[src/rtl/meter_cmd_arbiter.sv]
// rtl/meter_cmd_arbiter.sv - button sync/debounce, request queue and fixed-priority command issue
// Optional feature macro: METER_CMD_RST_FLUSH_EN (accepted RST1/RST2 command flushes queued add requests)
module meter_cmd_arbiter #(
    parameter int SYNC_STAGES    = 2,
    parameter int DEB_CYCLES     = 4,
    parameter int HOLDOFF_CYCLES = 2
) (
    input  logic       clk,
    input  logic       rst,
    input  logic [5:0] btn_raw,
    input  logic       cmd_ready,
    output logic       cmd_valid,
    output logic [2:0] cmd_code,
    output logic [5:0] pending,
    output logic [7:0] drop_cnt
);
    localparam int              DW        = $clog2(DEB_CYCLES + 1);
    localparam logic [DW-1:0]   DEB_LAST  = DW'(DEB_CYCLES - 1);
    localparam int              HW        = (HOLDOFF_CYCLES > 1) ? $clog2(HOLDOFF_CYCLES) : 1;
    localparam logic [HW-1:0]   HOLD_LAST = HW'((HOLDOFF_CYCLES > 0) ? HOLDOFF_CYCLES - 1 : 0);

    localparam logic [1:0] S_IDLE  = 2'd0;
    localparam logic [1:0] S_ISSUE = 2'd1;
    localparam logic [1:0] S_HOLD  = 2'd2;

    logic [5:0]    r_sync [SYNC_STAGES];
    logic [DW-1:0] r_deb_cnt [6];
    logic [5:0]    r_db;
    logic [5:0]    r_db_q;
    logic [5:0]    r_press;
    logic [5:0]    r_pending;
    logic [7:0]    r_drop_cnt;
    logic          r_cmd_valid;
    logic [2:0]    r_cmd_code;
    logic [1:0]    r_state;
    logic [HW-1:0] r_hold_cnt;

    logic [5:0]    w_s;
    logic [5:0]    w_grant_bit;
    logic [2:0]    w_grant_code;
    logic [5:0]    w_grant_clr;
    logic [5:0]    w_keep;
    logic [5:0]    w_drop;
    logic [5:0]    w_pend_nxt;
    logic [2:0]    w_drop_n;
    logic [8:0]    w_drop_sum;
    logic          w_flush;

    assign w_s = r_sync[SYNC_STAGES-1];

    // Synchroniser chain for the raw buttons
    always_ff @(posedge clk or posedge rst) begin
        if (rst) begin
            for (int i = 0; i < SYNC_STAGES; i++) r_sync[i] <= '0;
        end else begin
            r_sync[0] <= btn_raw;
            for (int i = 1; i < SYNC_STAGES; i++) r_sync[i] <= r_sync[i-1];
        end
    end

    // Per-bit debounce: level flips only after DEB_CYCLES consecutive disagreeing samples
    always_ff @(posedge clk or posedge rst) begin
        if (rst) begin
            for (int i = 0; i < 6; i++) r_deb_cnt[i] <= '0;
            r_db <= '0;
        end else begin
            for (int i = 0; i < 6; i++) begin
                if (w_s[i] == r_db[i]) begin
                    r_deb_cnt[i] <= '0;
                end else if (r_deb_cnt[i] == DEB_LAST) begin
                    r_db[i]      <= w_s[i];
                    r_deb_cnt[i] <= '0;
                end else begin
                    r_deb_cnt[i] <= r_deb_cnt[i] + 1'b1;
                end
            end
        end
    end

    // Rising-edge detect of the debounced level, registered as a one-cycle press pulse
    always_ff @(posedge clk or posedge rst) begin
        if (rst) begin
            r_db_q  <= '0;
            r_press <= '0;
        end else begin
            r_db_q  <= r_db;
            r_press <= r_db & ~r_db_q;
        end
    end

    // Fixed priority pick: rst1, rst2, add1, add2, add3, add4
    always_comb begin
        w_grant_bit  = '0;
        w_grant_code = 3'd0;
        if (r_pending[4])      begin w_grant_bit = 6'b010000; w_grant_code = 3'd1; end
        else if (r_pending[5]) begin w_grant_bit = 6'b100000; w_grant_code = 3'd2; end
        else if (r_pending[0]) begin w_grant_bit = 6'b000001; w_grant_code = 3'd3; end
        else if (r_pending[1]) begin w_grant_bit = 6'b000010; w_grant_code = 3'd4; end
        else if (r_pending[2]) begin w_grant_bit = 6'b000100; w_grant_code = 3'd5; end
        else if (r_pending[3]) begin w_grant_bit = 6'b001000; w_grant_code = 3'd6; end
    end

    assign w_grant_clr = (r_state == S_IDLE) ? w_grant_bit : 6'b0;

`ifdef METER_CMD_RST_FLUSH_EN
    assign w_flush = r_cmd_valid & cmd_ready & ((r_cmd_code == 3'd1) | (r_cmd_code == 3'd2));
`else
    assign w_flush = 1'b0;
`endif

    // Next pending set and lost-press count; a grant frees the slot for a same-cycle press
    always_comb begin
        w_keep     = r_pending & ~w_grant_clr;
        w_drop     = r_press & w_keep;
        w_pend_nxt = w_keep | r_press;
        if (w_flush) begin
            w_pend_nxt[3:0] = 4'b0;
            w_drop[3:0]     = 4'b0;
        end
        w_drop_n = 3'd0;
        for (int i = 0; i < 6; i++) w_drop_n = w_drop_n + {2'b0, w_drop[i]};
        w_drop_sum = {1'b0, r_drop_cnt} + {6'b0, w_drop_n};
    end

    // Pending register and saturating drop counter
    always_ff @(posedge clk or posedge rst) begin
        if (rst) begin
            r_pending  <= '0;
            r_drop_cnt <= '0;
        end else begin
            r_pending  <= w_pend_nxt;
            r_drop_cnt <= w_drop_sum[8] ? 8'hFF : w_drop_sum[7:0];
        end
    end

    // Command FSM: grant from idle, hold the offer until accepted, then hold off
    always_ff @(posedge clk or posedge rst) begin
        if (rst) begin
            r_state     <= S_IDLE;
            r_cmd_valid <= 1'b0;
            r_cmd_code  <= 3'd0;
            r_hold_cnt  <= '0;
        end else begin
            case (r_state)
                S_IDLE: begin
                    if (r_pending != 6'b0) begin
                        r_cmd_valid <= 1'b1;
                        r_cmd_code  <= w_grant_code;
                        r_state     <= S_ISSUE;
                    end
                end
                S_ISSUE: begin
                    if (cmd_ready) begin
                        r_cmd_valid <= 1'b0;
                        r_cmd_code  <= 3'd0;
                        r_hold_cnt  <= '0;
                        r_state     <= (HOLDOFF_CYCLES == 0) ? S_IDLE : S_HOLD;
                    end
                end
                S_HOLD: begin
                    if (r_hold_cnt == HOLD_LAST) r_state <= S_IDLE;
                    else                         r_hold_cnt <= r_hold_cnt + 1'b1;
                end
                default: r_state <= S_IDLE;
            endcase
        end
    end

    assign cmd_valid = r_cmd_valid;
    assign cmd_code  = r_cmd_code;
    assign pending   = r_pending;
    assign drop_cnt  = r_drop_cnt;
endmodule
[config.mk]
export PLATFORM = sky130hd
export DESIGN_NAME = meter_cmd_arbiter
export DESIGN_NICKNAME = d
export VERILOG_FILES = /design/src/rtl/meter_cmd_arbiter.sv
export SDC_FILE = /design/constraint.sdc
export NUM_CORES = 1
export LEC_CHECK = 0
export BUFFER_PORTS_ARGS = -buffer_cell sky130_fd_sc_hd__buf_4
export CORE_AREA = 2 2 92 94
export CTS_CLUSTER_DIAMETER = 200
export DETAILED_ROUTE_END_ITERATION = 8
export DIE_AREA = 0 0 94 96
export PLACE_DENSITY = 0.49
export SLEW_MARGIN = 20
export SYNTH_ARGS = -nofsm -noshare
export SYNTH_HDL_FRONTEND = slang
export SYNTH_SLANG_ARGS = --single-unit
[constraint.sdc]
create_clock -name clk -period 3.5 [get_ports clk]
set_input_delay 1.05 -clock clk [delete_from_list [all_inputs] [get_ports clk]]
set_output_delay 1.05 -clock clk [all_outputs]
set_load 0.03 [all_outputs]
==> results.yml, run 1 <==
status:
  status: "completed"
global_routing:
  grt_pass1_wl_mm: 7.97
  first_global_vias: 1680
  antenna_found_initial: 0
  overflow: 0
  track_usage_pct: 11.8
  grt_max_degree: 36
placed_design:
  globalplace.congestion: 0.735
  io_buffers: 26
  dpl.hpwl_mm: 3.02
  dp_cells: 351
worst_setup_path:
  r2r_start: "r_state[0]"
  crit_type: "flip-flop to flip-flop"
  r2r_cells: 10
  rrSetupSlack_ns: 0.02
  worstSetupStartpointType: "flip-flop"
  required_ns: 3.73
  crit_path_end_kind: "flip-flop"
  reg2reg_to: "drop_cnt[5]"
  arrival_ns: 3.71
  worstPathMaxFanout: 4
sta:
  worst_slew_pin_slew_ns: 0.459
  fmax_mhz: 287
  period_minus_slack_ns: 3.48
  final-hold-violation-count: 0
  rsz0062_at_grt: "yes"
  whs_ns: 0.352
  slew_headroom_pct: 69.4
  drv_slew: 0
  setup_viol: 0
  final.period_utilization_pct: 99.4
  fin_skew_ns: 0.00661
power_and_ir_drop:
  comb_power_share_pct: 41.2
  power_frac_seq_pct: 38.9
  internal_power_mw: 2.05
  power.switching_mw: 1.19
  vdd_drop_max_uv: 240
  p_clk_share_pct: 19.9
  swShare_pct: 36.7
  power.leakage_nw: 1.56
  power_density_nw_per_um2: 961
synth:
  syn_inst: 208
  synth_warnings: 0
  yosysSeqAreaShare_pct: 63.6
  netlist_area_um2: 2720
  ys_ff_latch: 69
  synth.distinct_cells: 33
  synth.avg_cell_area_um2: 13.1
  syn_nets: 230
layout:
  n_fill_cell: 771
  mostFrequentLayoutCells: "68 x dfrtp_1, 40 x buf_4, 15 x nor2b_1"
  stdcell_count: 368
  drive_above_1_share_pct: 30.0
  area_growth_pct: 24.2
  multi_input_comb_area_um2: 991
  final_common_cell: "dfrtp_1"
  register_area_um2: 1730
  antenna_cells: 0
  nets: 280
routing:
  antenna_left: 0
  drt_pre_antenna_iters: 4
  via_per_inst: 4.53
  routedWlPerCell_um: 12.0
  vias: 1668
  drt_wl_total_mm: 4.43
  drc: 0
  drt_iter0_drc: 71
clock_network:
  root_buffer: "clkbuf_8"
  cts_sinks: 69
  clk_pin_slew_ns: 0.08
  cts_buffers: 9
  ctsHtreeMaxLevel: 3
  clk_latency_ns: 0.34
  cts_max_path_buffers: 2
  cts_tree: "built"
floorplan:
  die_h_um: 96
  row_count: 33
  die_area_um2: 9020
  coreArea_um2: 8050
  ioPinCount: 27
  die_x_um: 94
  start_util_pct: 33.7
worst_hold_path:
  hp-start: "r_sync[7]"
  holdPathStages: 0
  hp-class: "flip-flop to flip-flop"
  hold_path_end: "w_s[1]"
job:
  drv_cap: 0
per-layer routing:
metal	track usage (%)	vias to the layer above	wire length [um]
li1	-	821	-
met4	5.43	0	61
met2	16.8	30	1990
met5	0	-	0
met3	5.32	4	194
met1	15.5	813	2180
worst max-delay path by stage:
stage	depth (start not counted)	slack, ns	startpoint	endpoint
5_1_grt	10	-0.09	r_state[0]	drop_cnt[5]
2_1_floorplan	10	0.006	r_state[1]	drop_cnt[5]
4_1_cts	10	0.002	r_state[0]	drop_cnt[5]
6_report	10	0.02	r_state[0]	drop_cnt[5]
3_5_place_dp	10	-0.02	r_state[0]	drop_cnt[5]
3_3_place_gp	10	0.007	r_state[0]	drop_cnt[5]
state kept, by name, summed over array words and instances (netlist names):
register    cells
r_hold_cnt      1
r_sync          6
r_deb_cnt      18
w_s             6
cmd_code        3
r_state         2
pending         6
cmd_valid       1
drop_cnt        8
r_press         6
r_db            6
r_db_q          6
kinds of logic after synthesis:
| group | Yosys count | share of synthesized area (%) |
|---|---|---|
| compound gates | 31 | 7.51 |
| flops | 69 | 63.6 |
| fa+ha+maj | 13 | 7.10 |
| mux | 10 | 4.10 |
| xor+xnor | 6 | 1.94 |
| simple gates | 72 | 14.7 |
| buf+inv | 7 | 1.01 |
cell usage after synthesis:
cell type | instances | area, um^2
a21oi_1 | 11 | 55.1
xnor2_1 | 6 | 52.6
o21ai_0 | 3 | 15.0
or3_1 | 1 | 6.26
a22o_1 | 1 | 8.76
nand2_2 | 1 | 6.26
and3_2 | 1 | 7.51
nand3_1 | 4 | 20.0
mux2i_1 | 1 | 10.0
nor3b_1 | 11 | 82.6
or2_4 | 1 | 8.76
a211oi_1 | 3 | 22.5
a21o_1 | 6 | 45.0
o41ai_1 | 1 | 8.76
nor3_4 | 1 | 16.3
inv_1 | 6 | 22.5
buf_2 | 1 | 5.00
o21a_1 | 1 | 7.51
o21bai_1 | 1 | 7.51
nor3_1 | 8 | 40.0
a21oi_2 | 1 | 8.76
nand2_1 | 11 | 41.3
a21o_2 | 1 | 8.76
nor2_1 | 14 | 52.6
dfrtp_1 | 69 | 1730
nor2b_1 | 15 | 93.8
fa_1 | 4 | 80.1
mux2_2 | 9 | 101
o31ai_1 | 1 | 7.51
and3_1 | 3 | 18.8
o21ai_2 | 1 | 8.76
nand2b_1 | 1 | 6.26
ha_1 | 9 | 113
power by group through the flow:
stage	combinational, mW	clock (mW)	sequential, mW
after detailed placement	1.34	0	1.28
after global placement	1.32	0	1.27
after floorplan	0.779	0	1.41
final	1.34	0.645	1.26
after CTS	1.34	0.681	1.27
after global routing	1.52	0.717	1.31
worst max-delay path, cell delays in order, from the launching register on:
cell     delay (ns)
dfrtp_1        0.38
or2_4          0.25
or3_4          0.33
and3_4         0.19
fa_1           0.52
fa_1           0.43
fa_2           0.36
fa_2           0.39
a21oi_4        0.17
o21ai_1        0.09
mux2_4         0.26
what timing repair did:
action,CTS,global route
setup buffers,0,1
endpoints found under the setup margin,1,7
hold buffers,0,0
resized for setup,1,4
pin swaps,1,1
area by class of cell:
type	count	area share, %
Sequential cell	69	51.2
Clock inverter	7	2.26
Multi-Input combinational cell	132	29.4
Tap cell	105	3.89
Timing Repair Buffer	40	8.90
Inverter	6	0.668
Clock buffer	9	3.67
through the flow:
step                      setup slack [ns]  power, mW  setup TNS (ns)  cell area, um^2  util, %
after global placement             0.00745       2.59               0             3150     39.1
after floorplan                    0.00613       2.19               0             2730        -
after global routing               -0.0931       3.54          -0.333             3370     41.9
after detailed placement           -0.0168       2.62         -0.0168             3150     39.1
final                               0.0205       3.24               0             3370     41.9
after CTS                          0.00218       3.29               0             3360     41.7
Power figures use the tool's default switching activity.
==> run 2: changes to the inputs <==
--- a/config.mk
+++ b/config.mk
@@ -10,7 +10,7 @@
 export CTS_CLUSTER_DIAMETER = 200
 export DETAILED_ROUTE_END_ITERATION = 8
 export DIE_AREA = 0 0 94 96
-export PLACE_DENSITY = 0.49
+export PLACE_DENSITY = 0.48
 export SLEW_MARGIN = 20
 export SYNTH_ARGS = -nofsm -noshare
 export SYNTH_HDL_FRONTEND = slang
==> constraint.sdc (replaced) <==
create_clock -name clk -period 4.2 [get_ports clk]
set_input_delay 1.26 -clock clk [delete_from_list [all_inputs] [get_ports clk]]
set_output_delay 1.26 -clock clk [all_outputs]
set_load 0.03 [all_outputs]
==> run 2 against run 1 <==
Compared with the run above:
- design area down 3.6%
- wire length down 4.7%
- sequential power down 16%
- combinational power down 26%
- power down 21%
- cell count down 3.3%
- flip-flop and latch count unchanged
- critical endpoint unchanged
==> results.yml, run 2 (synthesis results as in run 1) <==
layout:
  final_area_um2: 3250
  antenna_cells: 0
  mostFrequentLayoutCells: "69 x dfrtp_1, 30 x buf_4, 15 x nor2b_1"
  drive_above_1_share_pct: 23.9
  largest_register: "r_deb_cnt"
  area_growth_pct: 19.7
  stdcell_count: 356
  largest_reg_flops: 18
  n_fill_cell: 794
  final_common_cell: "dfrtp_1"
  nets: 270
global_routing:
  track_usage_pct: 11.1
  grt_pass1_wl_mm: 7.59
  antenna_found_initial: 0
  overflow: 0
  first_global_vias: 1680
  grt_max_degree: 40
placed_design:
  dpl.hpwl_mm: 2.94
  globalplace.congestion: 0.763
  io_buffers: 26
  dp_cells: 342
  dpl_cell_area_um2: 3070
  dpl_worst_slack_ns: 0.217
clock_network:
  cts_max_path_buffers: 2
  clk_pin_slew_ns: 0.07
  clk_latency_ns: 0.33
  hold_buffers: 0
  root_buffer: "clkbuf_8"
  cts_buffers: 9
  cts_tree: "built"
  ctsHtreeMaxLevel: 3
  cts_sinks: 69
  cts_setup_buffers: 0
  post_cts_resize_count: 0
worst_setup_path:
  arrival_ns: 4.09
  crit_type: "flip-flop to flip-flop"
  required_ns: 4.42
  crit_path_end_kind: "flip-flop"
  worstSetupStartpointType: "flip-flop"
  r2r_cells: 10
  worstPathMaxFanout: 6
floorplan:
  start_util_pct: 33.7
  die_x_um: 94
  ioPinCount: 27
  die_area_um2: 9020
  die_h_um: 96
  coreArea_um2: 8050
  row_count: 33
routing:
  antenna_left: 0
  via_per_inst: 4.49
  drt_pre_antenna_iters: 4
  routedWlPerCell_um: 11.9
  drt_wl_total_mm: 4.22
  vias: 1600
  drc: 0
  drt_iter0_drc: 41
sta:
  slew_headroom_pct: 45.1
  fmax_mhz: 258
  drv_slew: 0
  period_minus_slack_ns: 3.87
  tns_ns: 0
  fin_ws_ns: 0.329
  rsz0062_at_grt: "no"
  final.period_utilization_pct: 92.2
  final-hold-violation-count: 0
  fin_skew_ns: 0.00733
  worst_slew_pin_slew_ns: 0.822
  setup_viol: 0
job:
  drv_cap: 0
power_and_ir_drop:
  power_density_nw_per_um2: 789
  vdd_drop_max_uv: 212
  comb_power_share_pct: 38.9
  swShare_pct: 36.0
  power.switching_mw: 0.923
  power_frac_seq_pct: 41.3
  p_clk_share_pct: 19.8
  power.leakage_nw: 1.51
  internal_power_mw: 1.64
worst_hold_path:
  hp-class: "flip-flop to flip-flop"
  holdPathStages: 0
status:
  status: "completed"
[run 2: per-layer routing]
layer | vias to the layer above | GRT usage [%] | share of wire (%)
met5 | - | 0 | 0
met1 | 775 | 13.6 | 48
met3 | 7 | 5.25 | 5.6
met4 | 0 | 4.71 | 1.8
li1 | 789 | - | -
met2 | 29 | 16.9 | 45
[run 2: area by class of cell]
type,count,area [um^2],area share [%]
Inverter,6,22.5,0.693
Clock inverter,2,35.0,1.08
Sequential cell,69,1730,53.1
Multi-Input combinational cell,132,965,29.7
Tap cell,105,131,4.04
Clock buffer,12,145,4.46
Timing Repair Buffer,30,225,6.93
[run 2: final timing paths]
check | start | slack, ns | end
max | r_state[1] | 0.33 | drop_cnt[5]
min | r_sync[8] | 0.35 | w_s[2]
max reg2reg | r_state[1] | 0.33 | drop_cnt[5]
min reg2reg | r_sync[8] | 0.35 | w_s[2]
max in group asynchronous | rst | 2.36 | w_s[2]
min in group asynchronous | rst | 1.09 | r_db[3]
[run 2: through the flow]
| step | hold slack, ns | util, % | power, mW |
|---|---|---|---|
| final | 0.348 | 40.4 | 2.57 |
| after global routing | 0.359 | 40.4 | 2.80 |
| after CTS | 0.351 | 40.3 | 2.61 |
| after detailed placement | 0.336 | 38.1 | 2.08 |
| after global placement | 0.332 | 38.1 | 2.08 |
| after floorplan | 0.331 | - | 1.80 |
[run 2: power groups by stage]
stage | sequential, mW | clock [mW] | combinational [mW]
2_1_floorplan | 1.17 | 0 | 0.622
6_report | 1.06 | 0.507 | 0.998
4_1_cts | 1.07 | 0.531 | 1.01
3_3_place_gp | 1.07 | 0 | 1.00
5_1_grt | 1.10 | 0.561 | 1.14
3_5_place_dp | 1.08 | 0 | 1.00
[run 2: critical path, stage by stage, from the launching register on]
cell and delay [ns]:
dfrtp_1 0.42, or2_4 0.26, or3_1 0.32, and3_1 0.21, fa_1 0.48, fa_1 0.53
fa_1 0.47, fa_1 0.44, a21oi_2 0.25, o21ai_0 0.12, mux2_2 0.26
